===== config.mk =====
export PLATFORM = sky130hd
export DESIGN_NAME = typing_stats
export DESIGN_NICKNAME = d
export VERILOG_FILES = /design/src/rtl/typing_stats.sv
export SDC_FILE = /design/constraint.sdc
export NUM_CORES = 1
export LEC_CHECK = 0
export BUFFER_PORTS_ARGS = -buffer_cell sky130_fd_sc_hd__buf_2
export CORE_MARGIN = 5
export CORE_UTILIZATION = 45
export DETAILED_ROUTE_END_ITERATION = 12
export PLACE_DENSITY = 0.63
export SLEW_MARGIN = 10
export SYNTH_ARGS = -nofsm -noshare
export SYNTH_HDL_FRONTEND = slang
export SYNTH_SLANG_ARGS = --single-unit
export TNS_END_PERCENT = 20

===== constraint.sdc =====
create_clock -name clk -period 6.5 [get_ports clk]
set_input_delay 0 -clock clk [delete_from_list [all_inputs] [get_ports clk]]
set_output_delay 0 -clock clk [all_outputs]
set_load 0.02 [all_outputs]

===== src/rtl/typing_stats.sv =====
`default_nettype none
// ============================================================================
// Module   : typing_stats
// Purpose  : Per-race statistics engine feeding the VGA display top. Counts
//            keystrokes, elapsed time and word progress, and computes wpm,
//            accuracy and completion percent. All three share one restoring
//            divider (18-bit numerator / 16-bit divisor, 1 load + 18 cycles).
// Ports    : clk, rst (async, active-low)
//            start, key_valid, key_correct, key_space  - game FSM controls
//            passage_len[9:0], word_count[4:0]        - sampled on start
//            percent, wpm, acc [9:0]                   - computed stats
//            correct, tot [4:0]                        - word progress
//            times[14:0]                               - race time, 0.1 s
//            running, done                             - race status
// Config   : define STATS_ROUND_EN for round-to-nearest division
//            (numerator += divisor>>1); default is truncating division.
// Revision : 1.0 - initial release
// ============================================================================
module typing_stats #(
    parameter int CLK_HZ   = 100000000,
    parameter int TICK_DIV = CLK_HZ / 10,
    parameter int WPM_MAX  = 999
) (
    input  logic        clk,
    input  logic        rst,
    input  logic        start,
    input  logic        key_valid,
    input  logic        key_correct,
    input  logic        key_space,
    input  logic [9:0]  passage_len,
    input  logic [4:0]  word_count,
    output logic [9:0]  percent,
    output logic [9:0]  wpm,
    output logic [9:0]  acc,
    output logic [4:0]  correct,
    output logic [4:0]  tot,
    output logic [14:0] times,
    output logic        running,
    output logic        done
);

    typedef enum logic [1:0] {
        ST_IDLE = 2'd0,
        ST_RUN  = 2'd1,
        ST_FIN  = 2'd2,
        ST_DONE = 2'd3
    } state_t;

    localparam logic [1:0]    OP_WPM    = 2'd0;
    localparam logic [1:0]    OP_ACC    = 2'd1;
    localparam logic [1:0]    OP_PCT    = 2'd2;
    localparam int            PW        = (TICK_DIV > 1) ? $clog2(TICK_DIV) : 1;
    localparam logic [PW-1:0] TICK_LAST = PW'(TICK_DIV - 1);

`ifdef STATS_ROUND_EN
    localparam logic ROUND_EN = 1'b1;
`else
    localparam logic ROUND_EN = 1'b0;
`endif

    state_t         r_state, w_state_nx;
    logic [9:0]     r_len, r_pos, r_snap_pos;
    logic [15:0]    r_good, r_all, r_snap_good, r_snap_all;
    logic [14:0]    r_snap_times;
    logic [4:0]     r_words;
    logic [PW-1:0]  r_presc;
    logic           r_pend, r_busy, r_load, r_final;
    logic [1:0]     r_op;
    logic [4:0]     r_cnt;
    logic [17:0]    r_num;
    logic [15:0]    r_rem, r_den;

    logic           w_run, w_tick, w_key, w_trig, w_launch, w_do_load;
    logic [1:0]     w_ld_op, w_wr_op;
    logic [15:0]    w_src_good, w_src_all, w_ld_den, w_rem_nx;
    logic [14:0]    w_src_times;
    logic [9:0]     w_src_pos;
    logic [17:0]    w_ld_num, w_ld_num_adj, w_quot, w_wr_val;
    logic [16:0]    w_shift;
    logic           w_ge, w_den_zero, w_iter_last, w_wr_en, w_seq_end;

    assign w_run   = (r_state == ST_RUN);
    assign w_tick  = w_run && !start && (r_presc == TICK_LAST);
    assign w_key   = w_run && !start && key_valid;
    // A tick, or the last passage char landing, requests a recompute.
    assign w_trig  = !start && (w_tick || (w_run && (r_pos == r_len)));
    // Launch one cycle after the request so counters have settled.
    assign w_launch  = r_pend && !r_busy && !start &&
                       ((r_state == ST_RUN) || (r_state == ST_FIN));
    assign w_do_load = w_launch || (r_busy && r_load);

    // The first op loads straight from live counters; later ops use the
    // snapshot captured at launch so mid-sequence keys do not leak in.
    assign w_ld_op     = w_launch ? OP_WPM  : r_op;
    assign w_src_good  = w_launch ? r_good  : r_snap_good;
    assign w_src_all   = w_launch ? r_all   : r_snap_all;
    assign w_src_times = w_launch ? times   : r_snap_times;
    assign w_src_pos   = w_launch ? r_pos   : r_snap_pos;

    always_comb begin
        w_ld_num = '0;
        w_ld_den = '0;
        case (w_ld_op)
            OP_WPM: begin
                w_ld_num = 18'(w_src_good) * 18'd120;
                w_ld_den = {1'b0, w_src_times};
            end
            OP_ACC: begin
                w_ld_num = 18'(w_src_good) * 18'd100;
                w_ld_den = w_src_all;
            end
            default: begin
                w_ld_num = 18'(w_src_pos) * 18'd100;
                w_ld_den = {6'd0, r_len};
            end
        endcase
    end

    assign w_ld_num_adj = w_ld_num + (ROUND_EN ? 18'(w_ld_den >> 1) : 18'd0);
    assign w_den_zero   = (w_ld_den == 16'd0);

    // Restoring step: remainder < divisor always, so 16 bits suffice after
    // the conditional subtract.
    assign w_shift  = {r_rem, r_num[17]};
    assign w_ge     = (w_shift >= {1'b0, r_den});
    assign w_rem_nx = w_ge ? (w_shift[15:0] - r_den) : w_shift[15:0];
    assign w_quot   = {r_num[16:0], w_ge};

    assign w_iter_last = r_busy && !r_load && (r_cnt == 5'd17);
    assign w_wr_en     = (w_do_load && w_den_zero) || w_iter_last;
    assign w_wr_op     = w_iter_last ? r_op : w_ld_op;
    assign w_wr_val    = w_iter_last ? w_quot : 18'd0;
    assign w_seq_end   = w_wr_en && (w_wr_op == OP_PCT);

    // ---------------------------------------------------------------- FSM
    always_ff @(posedge clk or negedge rst) begin
        if (!rst) r_state <= ST_IDLE;
        else      r_state <= w_state_nx;
    end

    always_comb begin
        w_state_nx = r_state;
        if (start) begin
            w_state_nx = ST_RUN;
        end else begin
            case (r_state)
                ST_RUN:  if (r_pos == r_len) w_state_nx = ST_FIN;
                ST_FIN:  if (w_seq_end && r_final) w_state_nx = ST_DONE;
                default: w_state_nx = r_state;
            endcase
        end
    end

    assign running = (r_state == ST_RUN);
    assign done    = (r_state == ST_DONE);

    // ------------------------------------------------- counters and timer
    always_ff @(posedge clk or negedge rst) begin
        if (!rst) begin
            r_len <= '0; tot <= '0; r_pos <= '0; r_good <= '0; r_all <= '0;
            r_words <= '0; times <= '0; r_presc <= '0; correct <= '0;
        end else if (start) begin
            r_len <= passage_len; tot <= word_count; r_pos <= '0; r_good <= '0;
            r_all <= '0; r_words <= '0; times <= '0; r_presc <= '0; correct <= '0;
        end else begin
            correct <= r_words;
            if (w_key) begin
                if (r_all != 16'hFFFF) r_all <= r_all + 1'b1;
                if (key_correct) begin
                    if (r_good != 16'hFFFF)            r_good  <= r_good + 1'b1;
                    if (r_pos < r_len)                 r_pos   <= r_pos + 1'b1;
                    if (key_space && (r_words < tot))  r_words <= r_words + 1'b1;
                end
            end
            if (w_run) begin
                if (w_tick) begin
                    r_presc <= '0;
                    if (times != 15'h7FFF) times <= times + 1'b1;
                end else begin
                    r_presc <= r_presc + 1'b1;
                end
            end
        end
    end

    // ------------------------------------------ recompute sequencer/divider
    always_ff @(posedge clk or negedge rst) begin
        if (!rst) begin
            r_pend <= 1'b0; r_busy <= 1'b0; r_load <= 1'b0; r_final <= 1'b0;
            r_op <= OP_WPM; r_cnt <= '0; r_num <= '0; r_rem <= '0; r_den <= '0;
            r_snap_good <= '0; r_snap_all <= '0; r_snap_times <= '0; r_snap_pos <= '0;
            wpm <= '0; acc <= '0; percent <= '0;
        end else if (start) begin
            r_pend <= 1'b0; r_busy <= 1'b0; r_load <= 1'b0; r_final <= 1'b0;
            r_op <= OP_WPM; r_cnt <= '0; r_num <= '0; r_rem <= '0; r_den <= '0;
            wpm <= '0; acc <= '0; percent <= '0;
        end else begin
            r_pend <= w_trig || (r_pend && !w_launch);
            if (w_launch) begin
                r_snap_good  <= r_good;
                r_snap_all   <= r_all;
                r_snap_times <= times;
                r_snap_pos   <= r_pos;
                r_final      <= (r_state == ST_FIN);
            end
            if (w_do_load) begin
                if (w_den_zero) begin
                    // Zero divisor: result forced to 0, skip straight on.
                    r_busy <= (w_ld_op != OP_PCT);
                    r_load <= (w_ld_op != OP_PCT);
                    r_op   <= w_ld_op + 1'b1;
                end else begin
                    r_op   <= w_ld_op;
                    r_num  <= w_ld_num_adj;
                    r_den  <= w_ld_den;
                    r_rem  <= '0;
                    r_cnt  <= '0;
                    r_busy <= 1'b1;
                    r_load <= 1'b0;
                end
            end else if (r_busy) begin
                r_num <= w_quot;
                r_rem <= w_rem_nx;
                r_cnt <= r_cnt + 1'b1;
                if (r_cnt == 5'd17) begin
                    r_busy <= (r_op != OP_PCT);
                    r_load <= (r_op != OP_PCT);
                    r_op   <= r_op + 1'b1;
                end
            end
            if (w_wr_en) begin
                case (w_wr_op)
                    OP_WPM:  wpm <= (w_wr_val > 18'(WPM_MAX)) ? 10'(WPM_MAX) : w_wr_val[9:0];
                    OP_ACC:  acc <= w_wr_val[9:0];
                    default: percent <= w_wr_val[9:0];
                endcase
            end
        end
    end

endmodule
`default_nettype wire


==> qor.txt, run 1 <==
FP Rows = 69
Adder-Cell Fraction of Synth Area = 14.5%
Initial DRT Pass Iterations = 5
post-route core utilization = 50.8%
Worst R2R Path Depth = 20
Post-synth EDFFs = 0
Initial Util = 45.4%
initial antenna violation count = 1
GRT Util Overall = 20.5%
H-tree depth = 1
clock skew = 0.0182 ns
Die Y = 199 um
Final min period = 5.82 ns
Synth Area per Inst = 9.24 um2
reg2reg end = r_num[17]
drt wl/cell = 17.5 um
crit path max fanout = 47
post-synthesis mux area share = 3.04%
flop2flop setup slack = 0.68 ns
CP startpoint kind = register
Die Area = 39,700 um2
Max-Cap Viols = 0
clock latency on the worst-skew pair = 0.59 ns
Crit path arrival time = 6.28 ns
ANT cells = 0
fin. max-slew vios = 0
Worst-Margin Slew = 1.03 ns
Required @ worst endpoint = 6.96 ns
share of layout cells above drive strength 1 = 9.41%
RSZ-0062 raised after global routing = no
status = finished clean
worst hold path type = primary input to async pin
clock transition at the registers of the reported paths = 0.06 ns
Max VDD drop = 0.000244 V
Area growth syn-to-layout = 11.8%
CTS sink cnt = 256
xor-xnor portion of the synthesized cell area = 6.52%
synth warn = 0
Core ar. = 35,500 um2
register area share after synthesis = 39.7%
share of the synthesized area in the top cell type = 39.7%
Starting DRT DRC Count = 814
global-route wire length before repair = 66,700 um
largest family of logic cells by synthesized area = simple AND/OR/NAND/NOR gates
nets@finish = 2,006
antenna-violating nets left = 0
Synth area leader = dfrtp_1
Setup Fix Bufs, Post-CTS = 0
final hold viol count = 0
CTS root buf = clkbuf_16
boundary pin count = 78
design area = 18,000 um2
total power = 3.49 mW
DRC = 0
power per cell area = 194 nW/um2
grt total ovfl = 0
DP Area = 16,900 um2
post-cts resize count = 0
Post-synth ARST share = 100%
Cell Area, Synth = 16,100 um2
gpl congestion = 0.868
vias in the first global route = 12,700
CTS tree = done
crit end category = register
Routed WL = 40,300 um
simple-gate portion of the synthesized area = 17.7%
syn_nets = 1,930
worst r2r src = r_state[0]
main flop type after synthesis = dfrtp_1
DP Wirelength = 29,100 um
setup slack after layout = 0.678 ns
clock buffer count from CTS = 29
number of vias per cell = 5.50
Die X-Extent = 199 um
Fin Setup TNS = 0 ns
largest net degree at the start of global routing = 132
synthesized flop and latch total = 256
Distinct cells, synth = 73
synth top area cells = dfrtp_1 (40%), ha_1 (10%), nand2_1 (5.9%)
Pleak = 9.14 nW
Slew headroom = 31.3%
via count = 12,600
setup violators final = 0
post-synthesis compound-gate area fraction = 13.1%
period utilization = 89.6%
hold buffers post-CTS = 19
Setup CP Type = register to register
Post-Synthesis Cells = 1,744
clk buf depth = 3
port bufs = 77
f_max = 172 MHz
pre-CTS WS = 0.732 ns
worst max path at each step:
stage / from / end / slack (ns) / depth (start not counted)
floorplan: r_state[0] / r_num[15] / 0.96 / 23
global placement: r_state[0] / r_num[17] / 0.89 / 21
detailed placement: r_state[0] / r_num[17] / 0.73 / 20
CTS: r_state[0] / r_num[17] / 0.70 / 20
global route: r_state[0] / r_num[17] / 0.24 / 20
finish: r_state[0] / r_num[17] / 0.68 / 20
logic make-up after synthesis:
| group | count (synthesis) |
|---|---|
| AO/OA/AOI/OAI | 318 |
| XOR/XNOR | 120 |
| adder cells (fa/ha/maj) | 165 |
| buffers and inverters | 221 |
| flip-flops | 256 |
| multiplexers | 46 |
| AND/OR/NAND/NOR | 618 |
cell type report:
class	count	area (um2)
well taps	461	577
inverters	158	593
fillers	3281	17500
flip-flops and latches	256	6410
repair buffers	108	703
clock buffers	40	807
multi-input cells	1267	8850
clock inverters	10	92.6
critical path, stage by stage (launching register included):
cell       delay (ns)
dfrtp_1          0.41
inv_1            0.06
ha_1             0.35
or4b_4           0.77
nand2_1          0.17
and2_1           0.27
inv_1            0.11
ha_1             0.30
ha_1             0.30
inv_1            0.06
fa_1             0.52
inv_1            0.05
ha_1             0.36
or3_1            0.35
o21ai_0          0.11
nor3_1           0.10
a2111oi_0        0.65
a21oi_1          0.17
xnor2_1          0.19
o221ai_1         0.14
a22o_1           0.24
cell usage in the layout (no fill, tap or decap), types with 46 or more instances in the layout:
cell     netlist  routed
xor2_1        70      70
nor2_1       153     153
dfrtp_1      256     256
xnor2_1       50      50
inv_1        157     157
a21oi_1       76      75
nand2_1      253     252
nand3_1       46      46
buf_2          8      75
o21ai_0       86      86
ha_1         129     129
synth_stat cells, types with 3 or more instances:
master / instances
and4_1: 3
buf_6: 4
a21o_1: 10
and2_1: 13
clkbuf_1: 45
mux2_2: 24
a211oi_1: 11
a31oi_1: 4
nor3_1: 29
nand4_1: 28
xnor2_1: 50
nand2_1: 253
buf_2: 8
a22oi_1: 3
o41ai_1: 7
o211ai_1: 9
nand3_1: 46
o21a_1: 11
inv_1: 157
xor2_1: 70
dfrtp_1: 256
nor2_1: 153
mux2i_1: 22
o22ai_1: 3
fa_1: 36
buf_1: 5
a22o_1: 29
or3_1: 11
a311oi_1: 7
ha_1: 129
nand2b_1: 12
or4_1: 3
nor4_1: 14
a221oi_1: 18
a221o_1: 5
o31ai_1: 9
o21ai_0: 86
a21oi_1: 76
nor2b_1: 20
o221ai_1: 3
and3_1: 19
o31a_1: 4
power breakdown:
group | switching, mW | internal [mW]
registers | 0.0264 | 1.62
clock network | 0.672 | 0.904
logic | 0.188 | 0.0828
through the flow:
stage | cells | hold slack (ns)
6_report | 2300 | 0.0878
5_1_grt | 2300 | 0.174
4_1_cts | 2300 | 0.138
3_5_place_dp | 2231 | 0.167
3_3_place_gp | 2231 | 0.173
2_1_floorplan | 1744 | -0.296
flip-flops by register name, summed over array words and instances (netlist names), 2 cells and up:
signal / flops
acc: 10
correct: 5
percent: 10
r_all: 16
r_cnt: 5
r_den: 16
r_good: 16
r_len: 10
r_num: 18
r_op: 2
r_pos: 10
r_presc: 24
r_rem: 16
r_snap_all: 16
r_snap_good: 16
r_snap_pos: 10
r_snap_times: 15
r_state: 2
r_words: 5
times: 15
tot: 5
wpm: 10
metal layers:
layer	track usage [%]	vias up	wire length [um]
li1	-	6123	-
met1	28.1	6209	18400
met2	34.5	255	19200
met3	2.82	56	1670
met4	5.34	0	962
met5	0	-	0
(Power assumes the default switching activity.)
==> run 2: changes to the inputs <==
- PLACE_DENSITY: 0.63 -> default
==> qor.txt, run 2 (synthesis results as in run 1) <==
crit path max fanout = 47 (unchanged)
initial antenna violation count = 1 (unchanged)
ANT cells = 0 (unchanged)
Fin Setup TNS = 0 ns (unchanged)
power per cell area = 197 nW/um2 (was 194 nW/um2)
Worst-Margin Slew = 1.05 ns (was 1.03 ns)
Setup CP Type = register to register (unchanged)
DRC = 0 (unchanged)
Routed WL = 40,100 um (was 40,300 um)
worst r2r src = r_state[0] (unchanged)
share of layout cells above drive strength 1 = 9.86% (was 9.41%)
post-route core utilization = 51.1% (was 50.8%)
fill cell count = 3,301 (was 3,281)
port bufs = 77 (unchanged)
CTS sink cnt = 256 (unchanged)
Core ar. = 35,500 um2 (unchanged)
crit end category = register (unchanged)
clock transition at the registers of the reported paths = 0.06 ns (about the same)
Critical Path End = r_num[17] (unchanged)
grt total ovfl = 0 (unchanged)
Die Y = 199 um (unchanged)
FP Rows = 69 (unchanged)
Die Area = 39,700 um2 (unchanged)
Required @ worst endpoint = 6.94 ns (was 6.96 ns)
Slew headroom = 29.7% (was 31.3%)
setup slack after layout = 0.671 ns (was 0.678 ns)
gpl congestion = 0.886 (was 0.868)
GRT Util Overall = 20.5% (about the same)
nets@finish = 2,014 (was 2,006)
Setup crit start = r_state[0] (unchanged)
Setup Fix Bufs, Post-CTS = 0 (unchanged)
final hold viol count = 2 (was 0)
via count = 12,700 (was 12,600)
global-route wire length before repair = 67,000 um (was 66,700 um)
number of flip-flops in the largest register = 24 (unchanged)
CP startpoint kind = register (unchanged)
Initial Util = 45.4% (unchanged)
boundary pin count = 78 (unchanged)
DP Wirelength = 29,400 um (was 29,100 um)
flop2flop setup slack = 0.67 ns (was 0.68 ns)
failing checks = negative hold slack
RSZ-0062 raised after global routing = no (unchanged)
fin. max-slew vios = 0 (unchanged)
Worst R2R Path Depth = 20 (unchanged)
total power = 3.58 mW (was 3.49 mW)
reg2reg end = r_num[17] (unchanged)
antenna-violating nets left = 0 (unchanged)
Max-Cap Viols = 0 (unchanged)
f_max = 172 MHz (about the same)
Max VDD drop = 0.000200 V (was 0.000244 V)
clock latency on the worst-skew pair = 0.58 ns (was 0.59 ns)
H-tree depth = 1 (unchanged)
most common cell after layout, fill and taps aside = dfrtp_1 (unchanged)
CTS root buf = clkbuf_16 (unchanged)
worst hold path type = primary input to async pin (unchanged)
Reg with most FFs = r_presc (unchanged)
Hold WS = -0.000164 ns (was 0.0878 ns)
pre-CTS WS = 0.773 ns (was 0.732 ns)
largest net degree at the start of global routing = 71 (was 132)
Final min period = 5.83 ns (was 5.82 ns)
commonest cells after routing, fill and taps aside = dfrtp_1 (256), nand2_1 (252), inv_1 (157), nor2_1 (153), ha_1 (129) (unchanged)
Top Registers = r_presc x24, r_num x18 (unchanged)
Starting DRT DRC Count = 850 (was 814)
clock buffer count from CTS = 29 (unchanged)
Initial DRT Pass Iterations = 5 (unchanged)
status = finished, violations left (was finished clean)
Die X-Extent = 199 um (unchanged)
period utilization = 89.7% (was 89.6%)
clk buf depth = 3 (unchanged)
Crit path arrival time = 6.27 ns (was 6.28 ns)
vias in the first global route = 12,800 (was 12,700)
setup violators final = 0 (unchanged)
Pleak = 9.21 nW (was 9.14 nW)
clock skew = 0.0271 ns (was 0.0182 ns)
number of vias per cell = 5.49 (was 5.50)
CTS tree = done (unchanged)
drt wl/cell = 17.4 um (was 17.5 um)
Area growth syn-to-layout = 12.5% (was 11.8%)
-- run 2: cell types whose count changed in the layout (fill, tap and decap cells not counted) --
cell and change:
bufinv_16 +2, buf_16 +1, buf_12 -2, buf_4 +9, clkinvlp_4 -1, clkinv_2 -1
clkbuf_8 +1, clkbuf_1 -2
-- run 2: power by group --
group	switching [mW]	leakage, nW	total [mW]	internal (mW)
clock network	0.668	0.475	1.66	0.990
registers	0.0252	3.53	1.65	1.62
logic	0.192	5.20	0.276	0.0845
-- run 2: worst min path at each step --
stage	to	depth (start not counted)	slack (ns)	start
floorplan	acc[0]	0	-0.30	rst
global placement	r_presc[9]	1	-0.06	rst
detailed placement	r_presc[10]	1	-0.06	rst
CTS	r_presc[9]	3	0.02	rst
global route	r_presc[9]	3	0.04	rst
finish	r_presc[10]	3	-0.0002	rst
-- run 2: worst max-delay path: stages (launching register included) --
cell and delay (ns):
dfrtp_1 0.39, inv_1 0.06, ha_1 0.35, or4b_4 0.78
nand2_1 0.17, and2_1 0.22, inv_1 0.11, ha_1 0.30
ha_1 0.29, ha_1 0.33, xnor2_1 0.15, ha_1 0.35
o21ai_0 0.21, nor2_1 0.09, nor4_1 0.32, nor3_1 0.10
a2111oi_0 0.61, a21oi_1 0.17, xnor2_1 0.27, o221ai_1 0.18
a22o_1 0.21
-- run 2: timing repair --
item                      4_1_cts  5_1_grt
hold endpoints to repair       90        0
hold buffers                   20        0
resized for setup               0        0
-- run 2: routing by layer --
metal	global-route usage, %	share of wire [%]	up-vias
li1	-	-	6151
met1	28.5	46	6173
met2	34.2	47	269
met3	2.70	4.4	64
met4	5.09	2.5	0
met5	0	0	-
-- run 2: per-stage QoR --
stage               hold slack, ns  cells  area, um2
global route                0.0358   2307      18100
CTS                         0.0157   2307      18100
global placement           -0.0649   2238      17000
floorplan                   -0.296   1744      16100
finish                   -0.000164   2307      18100
detailed placement         -0.0609   2238      17000
-- run 2: layout make-up --
cell class / instances / area [um2] / area share, %
Multi-Input combinational cell: 1267 / 8850 / 48.8
Sequential cell: 256 / 6410 / 35.3
Timing Repair Buffer: 116 / 758 / 4.18
Clock buffer: 39 / 813 / 4.48
Inverter: 158 / 593 / 3.27
Tap cell: 461 / 577 / 3.18
Clock inverter: 10 / 140 / 0.773
